$ cat src/rtl/axilite_modport_regfile_pkg.sv
// Shared AXI typedefs for the register-file slice.
// Holds the response code enum, the protection-field struct and the helper
// that turns a byte-strobe width into the number of address offset bits.
package hs_bus_amba_axi_typedefs_pkg;

  typedef enum logic [1:0] {
    XRESP_OKAY   = 2'b00,
    XRESP_EXOKAY = 2'b01,
    XRESP_SLVERR = 2'b10,
    XRESP_DECERR = 2'b11
  } xresp_e;

  typedef struct packed {
    logic instr;
    logic nonsec;
    logic priv;
  } axprot_s;

  // Number of low address bits that select a byte inside one data word.
  function automatic int byte_offset_bits(input int strb_width);
    return $clog2(strb_width);
  endfunction

endpackage

$ cat src/rtl/axilite_modport_regfile_if.sv
// AXI5-Lite bus bundle with master and slave views.
// Channels: AW (request), W (data), B (write response), AR (read request),
// R (read response). Each channel has a valid/ready pair plus its payload.
interface axilite_modport_regfile_if
  import hs_bus_amba_axi_typedefs_pkg::*;
#(
  parameter int ID_W_WIDTH      = 1,
  parameter int ID_R_WIDTH      = 1,
  parameter int ADDR_WIDTH      = 32,
  parameter int DATA_WIDTH      = 32,
  parameter int STRB_WIDTH      = DATA_WIDTH / 8,
  parameter int USER_DATA_WIDTH = 1,
  parameter int USER_RESP_WIDTH = 1,
  parameter int SUBSYSID_WIDTH  = 3
) ();

  logic                       awvalid;
  logic                       awready;
  logic [ID_W_WIDTH-1:0]      awid;
  logic [ADDR_WIDTH-1:0]      awaddr;
  logic [2:0]                 awsize;
  axprot_s                    awprot;
  logic                       awtrace;
  logic                       awidunq;
  logic [SUBSYSID_WIDTH-1:0]  awsubsysid;

  logic                       wvalid;
  logic                       wready;
  logic [DATA_WIDTH-1:0]      wdata;
  logic [STRB_WIDTH-1:0]      wstrb;
  logic [STRB_WIDTH-1:0]      wpoison;
  logic [USER_DATA_WIDTH-1:0] wuser;
  logic                       wtrace;

  logic                       bvalid;
  logic                       bready;
  logic [ID_W_WIDTH-1:0]      bid;
  logic                       bidunq;
  logic [1:0]                 bresp;
  logic [USER_RESP_WIDTH-1:0] buser;
  logic                       btrace;

  logic                       arvalid;
  logic                       arready;
  logic [ID_R_WIDTH-1:0]      arid;
  logic [ADDR_WIDTH-1:0]      araddr;
  logic [2:0]                 arsize;
  axprot_s                    arprot;
  logic                       artrace;
  logic                       aridunq;
  logic [SUBSYSID_WIDTH-1:0]  arsubsysid;
  logic [USER_DATA_WIDTH-1:0] aruser;

  logic                       rvalid;
  logic                       rready;
  logic [ID_R_WIDTH-1:0]      rid;
  logic                       ridunq;
  logic [DATA_WIDTH-1:0]      rdata;
  logic [1:0]                 rresp;
  logic [USER_RESP_WIDTH-1:0] ruser;
  logic [STRB_WIDTH-1:0]      rpoison;
  logic                       rtrace;

  modport master (
    output awvalid, awid, awaddr, awsize, awprot, awtrace, awidunq, awsubsysid,
    input  awready,
    output wvalid, wdata, wstrb, wpoison, wuser, wtrace,
    input  wready,
    input  bvalid, bid, bidunq, bresp, buser, btrace,
    output bready,
    output arvalid, arid, araddr, arsize, arprot, artrace, aridunq, arsubsysid, aruser,
    input  arready,
    input  rvalid, rid, ridunq, rdata, rresp, ruser, rpoison, rtrace,
    output rready
  );

  modport slave (
    input  awvalid, awid, awaddr, awsize, awprot, awtrace, awidunq, awsubsysid,
    output awready,
    input  wvalid, wdata, wstrb, wpoison, wuser, wtrace,
    output wready,
    output bvalid, bid, bidunq, bresp, buser, btrace,
    input  bready,
    input  arvalid, arid, araddr, arsize, arprot, artrace, aridunq, arsubsysid, aruser,
    output arready,
    output rvalid, rid, ridunq, rdata, rresp, ruser, rpoison, rtrace,
    input  rready
  );

endinterface

$ cat src/rtl/axilite_modport_regfile_hold_buf.sv
// One-entry valid/ready holding buffer.
// Ports: aclk/areset; in_valid/in_ready/in_data accept one beat; full/data
// expose the held beat; clear empties the buffer once the beat is consumed.
// Not ready during reset so nothing is accepted while areset is high.
module axilite_hold_buf #(
  parameter int WIDTH = 1
) (
  input  logic             aclk,
  input  logic             areset,
  input  logic             in_valid,
  output logic             in_ready,
  input  logic [WIDTH-1:0] in_data,
  input  logic             clear,
  output logic             full,
  output logic [WIDTH-1:0] data
);

  assign in_ready = !full && !areset;

  // Capture a beat when empty; a consumer clear can never coincide with a
  // capture because in_ready is low whenever the buffer is full.
  always_ff @(posedge aclk or posedge areset) begin
    if (areset) begin
      full <= 1'b0;
      data <= '0;
    end else if (clear) begin
      full <= 1'b0;
    end else if (in_valid && in_ready) begin
      full <= 1'b1;
      data <= in_data;
    end
  end

endmodule

$ cat src/rtl/axilite_modport_regfile.sv
// AXI5-Lite subordinate terminating into NUM_REGS registers of DATA_WIDTH.
// Ports: aclk, areset (async, active-high), s = slave view of the bus.
// Writes: AW and W are each parked in a one-entry buffer and committed together
// once the B channel is free. Reads: single-cycle latency from AR to R.
module axilite_modport_regfile
  import hs_bus_amba_axi_typedefs_pkg::*;
#(
  parameter int ID_W_WIDTH      = 1,
  parameter int ID_R_WIDTH      = 1,
  parameter int ADDR_WIDTH      = 32,
  parameter int DATA_WIDTH      = 32,
  parameter int STRB_WIDTH      = DATA_WIDTH / 8,
  parameter int USER_DATA_WIDTH = 1,
  parameter int USER_RESP_WIDTH = 1,
  parameter int SUBSYSID_WIDTH  = 3,
  parameter int NUM_REGS        = 16
) (
  input  logic                        aclk,
  input  logic                        areset,
  axilite_modport_regfile_if.slave    s
);

  localparam int OFFS  = byte_offset_bits(STRB_WIDTH);
  localparam int IDX_W = $clog2(NUM_REGS);

  typedef struct packed {
    logic [ID_W_WIDTH-1:0] id;
    logic [ADDR_WIDTH-1:0] addr;
    logic [2:0]            size;
    logic                  idunq;
    logic                  trace;
  } aw_s;

  typedef struct packed {
    logic [DATA_WIDTH-1:0] data;
    logic [STRB_WIDTH-1:0] strb;
    logic [STRB_WIDTH-1:0] poison;
  } w_s;

  // Address errors take priority over an oversized access.
  function automatic xresp_e decode(input logic [ADDR_WIDTH-1:0] addr,
                                    input logic [2:0]            size);
    logic [ADDR_WIDTH-1:0] idx;
    idx = addr >> OFFS;
    if (idx >= ADDR_WIDTH'(NUM_REGS)) return XRESP_DECERR;
    if (size > 3'(OFFS))              return XRESP_SLVERR;
    return XRESP_OKAY;
  endfunction

  logic [DATA_WIDTH-1:0] regs [NUM_REGS];

  aw_s  aw_in, aw_q;
  w_s   w_in, w_q;
  logic aw_full, w_full, commit;

  xresp_e           wr_resp;
  logic             wr_en;
  logic [IDX_W-1:0] wr_idx;

  xresp_e                rd_resp;
  logic [DATA_WIDTH-1:0] rd_data;
  logic                  ar_hs;

  logic                       bvalid_q, bidunq_q, btrace_q;
  logic [ID_W_WIDTH-1:0]      bid_q;
  logic [1:0]                 bresp_q;
  logic                       rvalid_q, ridunq_q, rtrace_q;
  logic [ID_R_WIDTH-1:0]      rid_q;
  logic [1:0]                 rresp_q;
  logic [DATA_WIDTH-1:0]      rdata_q;

  logic unused_inputs;

  assign aw_in = '{id: s.awid, addr: s.awaddr, size: s.awsize,
                   idunq: s.awidunq, trace: s.awtrace};
  assign w_in  = '{data: s.wdata, strb: s.wstrb, poison: s.wpoison};

  // The B slot is free either when empty or when being drained this edge.
  assign commit = aw_full && w_full && (!bvalid_q || s.bready);

  axilite_hold_buf #(.WIDTH($bits(aw_s))) u_aw_buf (
    .aclk     (aclk),
    .areset   (areset),
    .in_valid (s.awvalid),
    .in_ready (s.awready),
    .in_data  (aw_in),
    .clear    (commit),
    .full     (aw_full),
    .data     (aw_q)
  );

  axilite_hold_buf #(.WIDTH($bits(w_s))) u_w_buf (
    .aclk     (aclk),
    .areset   (areset),
    .in_valid (s.wvalid),
    .in_ready (s.wready),
    .in_data  (w_in),
    .clear    (commit),
    .full     (w_full),
    .data     (w_q)
  );

  // Write response: a poisoned byte on any enabled lane drops the whole write.
  always_comb begin
    wr_resp = decode(aw_q.addr, aw_q.size);
    if (wr_resp == XRESP_OKAY && |(w_q.strb & w_q.poison)) begin
      wr_resp = XRESP_SLVERR;
    end
    wr_en  = commit && (wr_resp == XRESP_OKAY);
    wr_idx = aw_q.addr[OFFS +: IDX_W];
  end

  // Register bank with per-byte write enables.
  always_ff @(posedge aclk or posedge areset) begin
    if (areset) begin
      for (int i = 0; i < NUM_REGS; i++) regs[i] <= '0;
    end else if (wr_en) begin
      for (int b = 0; b < STRB_WIDTH; b++) begin
        if (w_q.strb[b]) regs[wr_idx][8*b +: 8] <= w_q.data[8*b +: 8];
      end
    end
  end

  // B channel: load on commit, otherwise drop valid once accepted.
  always_ff @(posedge aclk or posedge areset) begin
    if (areset) begin
      bvalid_q <= 1'b0;
      bid_q    <= '0;
      bidunq_q <= 1'b0;
      btrace_q <= 1'b0;
      bresp_q  <= '0;
    end else if (commit) begin
      bvalid_q <= 1'b1;
      bid_q    <= aw_q.id;
      bidunq_q <= aw_q.idunq;
      btrace_q <= aw_q.trace;
      bresp_q  <= wr_resp;
    end else if (bvalid_q && s.bready) begin
      bvalid_q <= 1'b0;
    end
  end

  assign s.bvalid = bvalid_q;
  assign s.bid    = bid_q;
  assign s.bidunq = bidunq_q;
  assign s.btrace = btrace_q;
  assign s.bresp  = bresp_q;
  assign s.buser  = '0;

  // Read lookup; errored reads return zero data. Reading before the write
  // edge lands gives the old value on a same-edge collision.
  assign s.arready = !rvalid_q && !areset;
  assign ar_hs     = s.arvalid && s.arready;

  always_comb begin
    rd_resp = decode(s.araddr, s.arsize);
    rd_data = '0;
    if (rd_resp == XRESP_OKAY) rd_data = regs[s.araddr[OFFS +: IDX_W]];
  end

  // R channel: one-deep response register.
  always_ff @(posedge aclk or posedge areset) begin
    if (areset) begin
      rvalid_q <= 1'b0;
      rid_q    <= '0;
      ridunq_q <= 1'b0;
      rtrace_q <= 1'b0;
      rresp_q  <= '0;
      rdata_q  <= '0;
    end else if (ar_hs) begin
      rvalid_q <= 1'b1;
      rid_q    <= s.arid;
      ridunq_q <= s.aridunq;
      rtrace_q <= s.artrace;
      rresp_q  <= rd_resp;
      rdata_q  <= rd_data;
    end else if (rvalid_q && s.rready) begin
      rvalid_q <= 1'b0;
    end
  end

  assign s.rvalid  = rvalid_q;
  assign s.rid     = rid_q;
  assign s.ridunq  = ridunq_q;
  assign s.rtrace  = rtrace_q;
  assign s.rresp   = rresp_q;
  assign s.rdata   = rdata_q;
  assign s.ruser   = '0;
  assign s.rpoison = '0;

  assign unused_inputs = ^{s.awprot, s.awsubsysid, s.wuser, s.wtrace,
                           s.arprot, s.arsubsysid, s.aruser,
                           aw_q.addr, s.araddr};

endmodule

$ cat src/flat_wrapper.sv
// flat-port wrapper written by rule: the top's interface ports become plain ports
module axilite_modport_regfile_flat import hs_bus_amba_axi_typedefs_pkg::*;
#(
  parameter int ID_W_WIDTH      = 1,
  parameter int ID_R_WIDTH      = 1,
  parameter int ADDR_WIDTH      = 32,
  parameter int DATA_WIDTH      = 32,
  parameter int STRB_WIDTH      = DATA_WIDTH / 8,
  parameter int USER_DATA_WIDTH = 1,
  parameter int USER_RESP_WIDTH = 1,
  parameter int SUBSYSID_WIDTH  = 3,
  parameter int NUM_REGS        = 16
)
  (aclk, areset, s_awvalid, s_awid, s_awaddr, s_awsize, s_awprot, s_awtrace, s_awidunq, s_awsubsysid, s_awready, s_wvalid, s_wdata, s_wstrb, s_wpoison, s_wuser, s_wtrace, s_wready, s_bvalid, s_bid, s_bidunq, s_bresp, s_buser, s_btrace, s_bready, s_arvalid, s_arid, s_araddr, s_arsize, s_arprot, s_artrace, s_aridunq, s_arsubsysid, s_aruser, s_arready, s_rvalid, s_rid, s_ridunq, s_rdata, s_rresp, s_ruser, s_rpoison, s_rtrace, s_rready);
  axilite_modport_regfile_if #(.ID_W_WIDTH(ID_W_WIDTH), .ID_R_WIDTH(ID_R_WIDTH), .ADDR_WIDTH(ADDR_WIDTH), .DATA_WIDTH(DATA_WIDTH), .STRB_WIDTH(STRB_WIDTH), .USER_DATA_WIDTH(USER_DATA_WIDTH), .USER_RESP_WIDTH(USER_RESP_WIDTH), .SUBSYSID_WIDTH(SUBSYSID_WIDTH)) s_i ();
  input  logic aclk;
  input  logic areset;
  input wire logic [$bits(s_i.awvalid)-1:0] s_awvalid;
  input wire logic [$bits(s_i.awid)-1:0] s_awid;
  input wire logic [$bits(s_i.awaddr)-1:0] s_awaddr;
  input wire logic [$bits(s_i.awsize)-1:0] s_awsize;
  input wire logic [$bits(s_i.awprot)-1:0] s_awprot;
  input wire logic [$bits(s_i.awtrace)-1:0] s_awtrace;
  input wire logic [$bits(s_i.awidunq)-1:0] s_awidunq;
  input wire logic [$bits(s_i.awsubsysid)-1:0] s_awsubsysid;
  output wire logic [$bits(s_i.awready)-1:0] s_awready;
  input wire logic [$bits(s_i.wvalid)-1:0] s_wvalid;
  input wire logic [$bits(s_i.wdata)-1:0] s_wdata;
  input wire logic [$bits(s_i.wstrb)-1:0] s_wstrb;
  input wire logic [$bits(s_i.wpoison)-1:0] s_wpoison;
  input wire logic [$bits(s_i.wuser)-1:0] s_wuser;
  input wire logic [$bits(s_i.wtrace)-1:0] s_wtrace;
  output wire logic [$bits(s_i.wready)-1:0] s_wready;
  output wire logic [$bits(s_i.bvalid)-1:0] s_bvalid;
  output wire logic [$bits(s_i.bid)-1:0] s_bid;
  output wire logic [$bits(s_i.bidunq)-1:0] s_bidunq;
  output wire logic [$bits(s_i.bresp)-1:0] s_bresp;
  output wire logic [$bits(s_i.buser)-1:0] s_buser;
  output wire logic [$bits(s_i.btrace)-1:0] s_btrace;
  input wire logic [$bits(s_i.bready)-1:0] s_bready;
  input wire logic [$bits(s_i.arvalid)-1:0] s_arvalid;
  input wire logic [$bits(s_i.arid)-1:0] s_arid;
  input wire logic [$bits(s_i.araddr)-1:0] s_araddr;
  input wire logic [$bits(s_i.arsize)-1:0] s_arsize;
  input wire logic [$bits(s_i.arprot)-1:0] s_arprot;
  input wire logic [$bits(s_i.artrace)-1:0] s_artrace;
  input wire logic [$bits(s_i.aridunq)-1:0] s_aridunq;
  input wire logic [$bits(s_i.arsubsysid)-1:0] s_arsubsysid;
  input wire logic [$bits(s_i.aruser)-1:0] s_aruser;
  output wire logic [$bits(s_i.arready)-1:0] s_arready;
  output wire logic [$bits(s_i.rvalid)-1:0] s_rvalid;
  output wire logic [$bits(s_i.rid)-1:0] s_rid;
  output wire logic [$bits(s_i.ridunq)-1:0] s_ridunq;
  output wire logic [$bits(s_i.rdata)-1:0] s_rdata;
  output wire logic [$bits(s_i.rresp)-1:0] s_rresp;
  output wire logic [$bits(s_i.ruser)-1:0] s_ruser;
  output wire logic [$bits(s_i.rpoison)-1:0] s_rpoison;
  output wire logic [$bits(s_i.rtrace)-1:0] s_rtrace;
  input wire logic [$bits(s_i.rready)-1:0] s_rready;
  assign s_i.awvalid = s_awvalid;
  assign s_i.awid = s_awid;
  assign s_i.awaddr = s_awaddr;
  assign s_i.awsize = s_awsize;
  assign s_i.awprot = s_awprot;
  assign s_i.awtrace = s_awtrace;
  assign s_i.awidunq = s_awidunq;
  assign s_i.awsubsysid = s_awsubsysid;
  assign s_awready = s_i.awready;
  assign s_i.wvalid = s_wvalid;
  assign s_i.wdata = s_wdata;
  assign s_i.wstrb = s_wstrb;
  assign s_i.wpoison = s_wpoison;
  assign s_i.wuser = s_wuser;
  assign s_i.wtrace = s_wtrace;
  assign s_wready = s_i.wready;
  assign s_bvalid = s_i.bvalid;
  assign s_bid = s_i.bid;
  assign s_bidunq = s_i.bidunq;
  assign s_bresp = s_i.bresp;
  assign s_buser = s_i.buser;
  assign s_btrace = s_i.btrace;
  assign s_i.bready = s_bready;
  assign s_i.arvalid = s_arvalid;
  assign s_i.arid = s_arid;
  assign s_i.araddr = s_araddr;
  assign s_i.arsize = s_arsize;
  assign s_i.arprot = s_arprot;
  assign s_i.artrace = s_artrace;
  assign s_i.aridunq = s_aridunq;
  assign s_i.arsubsysid = s_arsubsysid;
  assign s_i.aruser = s_aruser;
  assign s_arready = s_i.arready;
  assign s_rvalid = s_i.rvalid;
  assign s_rid = s_i.rid;
  assign s_ridunq = s_i.ridunq;
  assign s_rdata = s_i.rdata;
  assign s_rresp = s_i.rresp;
  assign s_ruser = s_i.ruser;
  assign s_rpoison = s_i.rpoison;
  assign s_rtrace = s_i.rtrace;
  assign s_i.rready = s_rready;
  axilite_modport_regfile #(.ID_W_WIDTH(ID_W_WIDTH), .ID_R_WIDTH(ID_R_WIDTH), .ADDR_WIDTH(ADDR_WIDTH), .DATA_WIDTH(DATA_WIDTH), .STRB_WIDTH(STRB_WIDTH), .USER_DATA_WIDTH(USER_DATA_WIDTH), .USER_RESP_WIDTH(USER_RESP_WIDTH), .SUBSYSID_WIDTH(SUBSYSID_WIDTH), .NUM_REGS(NUM_REGS)) u_core (.aclk(aclk), .areset(areset), .s(s_i));
endmodule
$ cat config.mk
export PLATFORM = sky130hd
export DESIGN_NAME = axilite_modport_regfile_flat
export DESIGN_NICKNAME = d
export VERILOG_FILES = /design/src/rtl/axilite_modport_regfile_pkg.sv /design/src/rtl/axilite_modport_regfile_if.sv /design/src/rtl/axilite_modport_regfile_hold_buf.sv /design/src/rtl/axilite_modport_regfile.sv /design/src/flat_wrapper.sv
export SDC_FILE = /design/constraint.sdc
export NUM_CORES = 1
export LEC_CHECK = 0
export CAP_MARGIN = 10
export CORE_UTILIZATION = 33
export CTS_CLUSTER_DIAMETER = 120
export CTS_CLUSTER_SIZE = 12
export DETAILED_ROUTE_END_ITERATION = 8
export HOLD_SLACK_MARGIN = 0.06
export SYNTH_ARGS = -nofsm -noshare
export SYNTH_HDL_FRONTEND = slang
export SYNTH_SLANG_ARGS = --single-unit
$ cat constraint.sdc
create_clock -name aclk -period 60.7 [get_ports aclk]
set_input_delay 12.14 -clock aclk [delete_from_list [all_inputs] [get_ports aclk]]
set_output_delay 12.14 -clock aclk [all_outputs]
set_load 0.05 [all_outputs]
After elaboration in Yosys (flattened, before gate mapping)
Cells that the tools add are included.

operators by class
  add/sub/neg operators = 0
  multiply operators = 0
  divide/modulo/power cells = 0
  order comparisons = 7
  eq/ne operators = 0
  shifts and indexed selects = 0
  mux-type cells = 46
  bitwise gates (word level) = 4
  reductions and logical operators = 29

operators with widths
  cell                   number
  $mux W512              7
  $bwmux W512            4
  $demux W32 S4          4
  $bmux W32 S4           1
  $mux W32               4
  $ge A30 B5 Y1 const B  2
  $mux W24               1
  $mux W2                9
  $mux W16               1
  $mux W1                14
  $logic_and A1 B1 Y1    13
  $ge A5 B5 Y1 const B   2
  $not A4 Y5             2
  $mux W8                1
  $reduce_bool A2 Y1     4
  $gt A3 B2 Y1 const B   2
  $logic_not A2 Y1       3
  $logic_not A1 Y1       5
  $lt A5 B1 Y1 const B   1
  $and A4 B4 Y4          1
  $reduce_and A2 Y1      2
  $reduce_or A4 Y1       1
  $logic_or A1 B1 Y1     1
  $not A1 Y1             1

storage, ports and cells
  register bits after elaboration = 636
  bits in latches = 0
  RAM bits = 0
  ROM bits = 0
  input bits = 138
  output and inout port bits = 53
  word-level logic and storage cells = 117
  memories = 0

Longest topological paths before layout
Gate-level depths: netlist of run 1.

  word-level depth = 19
  depth in mapped cells = 8
  gate-level depth less buffers = 5

By module
A second synthesis of run 1 with hierarchy kept.

second synthesis, totals
  cells, all modules = 2,082
  area, all modules = 28,838.9 µm²

by module, submodules not included
  module                              times used  cells an instance  area each (µm²)  sequential area each (µm²)
  axilite_modport_regfile             1           1,904              25,779.7         13,913.3
  axilite_hold_buf (u_core.u_w_buf)   1           91                 1,567.8          1,026.0
  axilite_hold_buf (u_core.u_aw_buf)  1           87                 1,491.4          975.9

Worst setup path before layout of run 1
OpenSTA, ideal clock, no wires.

  kind = input to output
  start = input port areset
  end = output port s_arready
  data arrival time = 12,823 ps
  required time = 48,560 ps
  slack = 35,737 ps
  stages = 1
  buffers on the path = 0
  path through = nor2_1

on the way
  cells in the longest elaborated chain, start to end = 2

ends and longest elaborated chain
  what                        RTL line                        text
  from (decl)                 flat_wrapper.sv:17              input logic areset;
  $logic_not A1 Y1 (no line)  -
  $logic_and A1 B1 Y1         axilite_modport_regfile.sv:152  assign s.arready = !rvalid_q && !areset;
  to (decl)                   flat_wrapper.sv:50              output wire logic [$bits(s_i.arready)-1:0] s_arready;

Every way passes these cells.

Worst setup path in the final report of run 1
  start = input port areset
  end = output port s_wready

on the way
  cells in the longest elaborated chain, start to end = 2

ends and longest elaborated chain
  what                        RTL line                                text
  $logic_not A1 Y1 (no line)  -
  $logic_and A1 B1 Y1         axilite_modport_regfile_hold_buf.sv:18  assign in_ready = !full && !areset;
  to (decl)                   flat_wrapper.sv:33                      output wire logic [$bits(s_i.wready)-1:0] s_wready;

Every way passes these cells.

==> reports/qor.yml, run 1 <==
status: "finished, final reports clean"
finalNetCount: 2158
crit_path_start_kind: "input port"
peakVddDrop_v: 0.0000282
path_max_fanout: 5
async_flop_share: 1.00
yosys_warnings: 0
drc_errors: 0
grt_overflow: 0
finalSetupViolations: 0
worst_setup_path_end_kind: "output port"
cts_setup_buffers: 0
hold_end: "u_core.s.rdata[30]"
synth_top_area_share: 0.556
wirelength_um: 69800
clock-skew-final_ns: 0.0292
leakage_nw: 15.4
die_y_um: 296
relSlewSlack: 0.185
hold_violations: 0
crit_chain: "clkdlybuf4s50_1, nor2_1, clkdlybuf4s50_1"
r2r_start: "u_core.u_w_buf.data[7]"
cts_buffer_depth: 3
vias: 16300
slowest_stage: "clkdlybuf4s50_1"
diodes: 0
cts_buffers: 58
ant_nets: 0
tns_ns: 0
clock_latency_ns: 0.63
min_from: "u_core.s.rdata[30]"
reg2reg_to: "u_core.regs[420]"
placed_cell_area_sq_um: 31300
worstPathRequired_ns: 48.56
port_buffers: 165
cts_tree: "done"
drive_gt1_frac: 0.197
antenna_found_initial: 1
clkTransAtPathRegs_ns: 0.06
first_global_vias: 17900
htree_levels: 2
routed_via_density: 5.16
hold_buffers: 0
design_area_sq_um: 32800
holdPathStages: 2
worstSetupPathType: "input port to output port"
crit_top_cell: "clkdlybuf4s50_1"
total_power_mw: 0.957
gp_congestion: 0.763
period_share: 0.434
cpPeakStageDelay_ns: 0.86
wire_per_inst_um: 22.1
ys_ff_latch: 634
syn_avg_cell_area_sq_um: 15.2
hold_path.class: "flip-flop to flip-flop"
final_util: 0.384
core_sq_um: 85400
grt_max_degree: 148
yosysTopAreaCell: "dfrtp_1"
tightestPinTransition_ns: 1.22
syn_to_final_growth_pct: 15.0
p_per_area_nw_per_um2: 29.2
fin_crit_ns: 26.36
seq_area_frac_synth: 0.556
ios: 191
yosysUniqueCellTypes: 36
rsz0062_at_grt: "false"
synth_edf_count: 0
syn-cell-area_sq_um: 28500
die-area_sq_um: 87600
synthFlopType: "dfrtp_1"
cts.sinks: 634
die_w_um: 296
drv_slew: 0
firstDrtPassIters: 6
grt_pass1_wl_um: 109000
root_buffer: "clkbuf_16"
cp.arrival_ns: 14.22
max_freq_mhz: 37.9
ff2ff_path_depth: 7
maxCapViolCount: 0
start_util: 0.334
crit_family: "buffers and inverters"
drtIter0Drc: 756
cts-resized-gates: 0
rows: 107
synth_area_leaders: "dfrtp_1 56%, mux2_1 17%, mux2_2 6.3%, mux4_2 5.3%, mux2i_1 4.4%"
crit_buf_inv: 2
hpwl_um: 45200
grt_usage: 0.163
synth_cells: 1877
rrSetupSlack_ns: 56.62
## tightest hold or removal path, stage by stage, from the launching register on
cell	delay (ns)
dfrtp_1	0.35
nand2_1	0.05
o21ai_0	0.06
## layout by cell type (no fill, tap or decap), types with 2 or more instances in the layout
| cell type | n |
|---|---|
| dfrtp_1 | 633 |
| mux2_1 | 431 |
| clkdlybuf4s50_1 | 163 |
| mux2_2 | 160 |
| mux2i_1 | 124 |
| mux4_2 | 67 |
| o22ai_1 | 62 |
| nand3_4 | 59 |
| clkbuf_16 | 59 |
| nand2_1 | 47 |
| o21ai_0 | 33 |
| nor3_1 | 32 |
| a22o_1 | 31 |
| buf_4 | 30 |
| nor2_1 | 24 |
| nor4_1 | 12 |
| conb_1 | 6 |
| nor3_2 | 5 |
| nand2b_1 | 5 |
| nand3_2 | 5 |
| nand4_1 | 4 |
| a22oi_1 | 2 |
| a21oi_1 | 2 |
| nand3_1 | 2 |
| nor2b_1 | 2 |
| nand3b_1 | 2 |
| inv_1 | 2 |
## metal layers
layer	vias to the layer above	wire, um	GRT usage
li1	7211	-	-
met1	8664	30800	0.213
met2	342	33800	0.274
met3	107	3540	0.0319
met4	0	1680	0.0465
met5	-	0	0
## cell usage after synthesis (2+ instances only)
master	instances
nand2b_1	5
nand3_2	5
mux2_2	160
nand3_4	59
nor2b_1	3
nor4_2	2
nand3b_1	2
nor3_2	5
buf_1	9
inv_1	3
nor4_1	12
buf_12	5
nor3_1	32
nand3_1	2
mux2i_1	124
mux4_2	67
o22ai_1	62
o21ai_0	33
nor2_1	25
nand4_1	4
and2_1	2
buf_4	7
mux2_1	431
clkbuf_1	72
buf_2	23
a22oi_1	2
nand2_1	48
a21oi_1	2
a22o_1	31
dfrtp_1	634
## worst max-delay path by stage
stage | startpoint | endpoint | slack (ns) | depth (start not counted)
5_1_grt | areset | s_wready | 34.33 | 3
6_report | areset | s_wready | 34.34 | 3
2_1_floorplan | areset | u_core.regs[0] | 30.80 | 1
3_3_place_gp | areset | s_wready | 34.37 | 3
4_1_cts | areset | s_wready | 34.37 | 3
3_5_place_dp | areset | s_wready | 34.39 | 3
## area by class of cell
type | count | area (sq um)
Sequential cell | 634 | 15900
Tap cell | 1144 | 1430
Fill cell | 7957 | 52600
Multi-Input combinational cell | 1128 | 12100
Inverter | 3 | 18.8
Timing Repair Buffer | 195 | 1880
Clock buffer | 61 | 1490
Clock inverter | 1 | 8.76
## through the flow
stage                     instances  hold WS, ns  worst slack, ns
after floorplan                1882        0.459            30.80
after global placement         3104        0.468            34.37
after detailed placement       3104        0.474            34.39
after CTS                      3166        0.489            34.37
after global routing           3166        0.501            34.33
final                          3166        0.483            34.34
## power breakdown
group | switching (mW) | internal, mW
clock network | 0.150 | 0.171
logic | 0.0685 | 0.0489
registers | 0.0677 | 0.450
## registers in the layout (all words and copies together), names as in the netlist
signal / cells
u_core.u_aw_buf.full: 1
u_core.s.bvalid: 1
u_core.s.rid: 1
u_core.s.ridunq: 1
u_core.regs: 512
u_core.s.bidunq: 1
u_core.s.bid: 1
u_core.s.rresp: 2
u_core.s.rtrace: 1
u_core.s.rvalid: 1
u_core.s.bresp: 2
u_core.u_aw_buf.data: 36
u_core.u_w_buf.full: 1
u_core.s.btrace: 1
u_core.s.rdata: 32
u_core.u_w_buf.data: 40
## logic make-up after synthesis
logic type | Yosys count | synth area share
AOI/OAI and AO/OA | 132 | 0.0304
buffers and inverters | 120 | 0.0208
DFF | 634 | 0.556
muxes | 782 | 0.330
other | 1 | 0.000131
and+or+nand+nor | 208 | 0.0630
Note: power is estimated with default switching activity, not from simulation.
==> run 2: changes to the inputs <==
==> constraint.sdc (replaced) <==
create_clock -name aclk -period 22.8 [get_ports aclk]
set_input_delay 4.56 -clock aclk [delete_from_list [all_inputs] [get_ports aclk]]
set_output_delay 4.56 -clock aclk [all_outputs]
set_load 0.05 [all_outputs]
==> reports/qor.yml, run 2 (same netlist as run 1, synthesis figures left out) <==
cp.depth: 3
tightestPinTransition_ns: 1.16
p_per_area_nw_per_um2: 77.8
cts_setup_buffers: 0
leakage_nw: 15.4
final_util: 0.385
vias: 16400
layout_commonest_cell: "dfrtp_1"
grt_overflow: 0
holdPathStages: 2
r2r_start: "u_core.u_w_buf.data[7]"
finalSetupViolations: 0
first_global_vias: 18100
max_freq_mhz: 89.1
drv_slew: 0
critPathCapture: "s_wready"
top_usage_layer: "met2"
holdWs_ns: 0.480
nFillCells: 7975
hpwl_um: 44900
ff2ff_path_depth: 7
largest_register_ffs: 512
worstPathRequired_ns: 18.24
met1_usage: 0.210
wirelength_um: 69400
tns_ns: 0
hold_path.class: "flip-flop to flip-flop"
diodes: 0
root_buffer: "clkbuf_16"
rsz0062_at_grt: "false"
htree_levels: 2
clkTransAtPathRegs_ns: 0.06
crit_start: "areset"
reg2reg_to: "u_core.regs[421]"
peakVddDrop_v: 0.0000689
post-place-ws_ns: 11.63
hold_violations: 0
crit_family: "buffers and inverters"
antenna_found_initial: 0
cts_buffer_depth: 3
die_w_um: 296
gp_congestion: 0.772
ant_nets: 0
syn_to_final_growth_pct: 15.1
fin_crit_ns: 11.22
firstDrtPassIters: 4
period_share: 0.492
port_buffers: 165
rrSetupSlack_ns: 18.77
maxCapViolCount: 0
ios: 191
wire_per_inst_um: 21.9
grt_pass1_wl_um: 109000
die-area_sq_um: 87600
drc_errors: 0
slowest_stage: "clkdlybuf4s50_1"
crit_path_start_kind: "input port"
fin_ws_ns: 11.58
crit_buf_inv: 2
hold_buffers: 0
cts_tree: "done"
path_max_fanout: 5
status: "finished, final reports clean"
drtIter0Drc: 767
cts-resized-gates: 0
reg.largest.list: "u_core.regs x512, u_core.u_w_buf.data x40, u_core.u_aw_buf.data x36"
finalNetCount: 2156
worst_setup_path_end_kind: "output port"
cts_buffers: 58
crit_top_cell: "clkdlybuf4s50_1"
clock-skew-final_ns: 0.0147
clock_latency_ns: 0.62
core_sq_um: 85400
die_y_um: 296
worstSetupPathType: "input port to output port"
cpPeakStageDelay_ns: 0.86
grtUsageMet2: 0.272
drive_gt1_frac: 0.196
crit_chain: "clkdlybuf4s50_1, nor2_1, clkdlybuf4s50_1"
use_met3: 0.0359
cts.sinks: 634
final_cell_mix: "633 x dfrtp_1, 431 x mux2_1, 163 x clkdlybuf4s50_1, 160 x mux2_2, 124 x mux2i_1"
routed_via_density: 5.18
cp.arrival_ns: 6.66
rows: 107
relSlewSlack: 0.226
grt_max_degree: 177
grt_usage: 0.163
top_register: "u_core.regs"
start_util: 0.334
-- run 2: cell types whose count changed in the layout (fill, tap and decap cells not counted), sizes merged --
cell | previous run | this run
buf | 32 | 30
inv | 4 | 3
clkbuf | 61 | 63
-- run 2: power breakdown --
part	total [mW]	internal (mW)	switching, mW
Sequential	1.38	1.20	0.180
Clock	0.866	0.469	0.397
Combinational	0.312	0.130	0.182
Total	2.56	1.80	0.758
-- run 2: metal layers --
metal,wire [um],up-vias
li1,-,7214
met1,30400,8706
met2,33300,350
met3,3750,123
met4,2060,0
met5,0,-
-- run 2: how the worst min path moves through the flow --
stage	endpoint	slack, ns	from
after floorplan	u_core.regs[440]	0.46	u_core.regs[440]
after global placement	u_core.s.ridunq	0.47	u_core.s.ridunq
after detailed placement	u_core.s.rdata[25]	0.47	u_core.s.rdata[25]
after CTS	u_core.s.rdata[25]	0.48	u_core.s.rdata[25]
after global routing	u_core.regs[136]	0.50	u_core.regs[136]
final	u_core.s.ridunq	0.48	u_core.s.ridunq
-- run 2: worst register-to-register path: cells and delay by family (launching register included) --
kind	cells	cell delay [ns]
AO/OA/AOI/OAI	1	0.34
buffers and inverters	2	1.48
flip-flops	1	0.72
multiplexers	1	0.48
AND/OR/NAND/NOR	3	0.90
-- run 2: per-stage QoR --
step	total power, mW	instance area (sq um)	cells
finish	2.56	32800	3165
global route	2.68	32800	3165
CTS	2.59	32800	3165
detailed placement	1.72	31300	3102
global placement	1.69	31300	3102
floorplan	1.57	28600	1882
-- run 2: layout make-up --
type	instances	area (sq um)	area share
Clock buffer	63	1540	0.0470
Timing Repair Buffer	193	1870	0.0571
Multi-Input combinational cell	1128	12100	0.369
Tap cell	1144	1430	0.0436
Sequential cell	634	15900	0.483
Inverter	3	18.8	0.000571
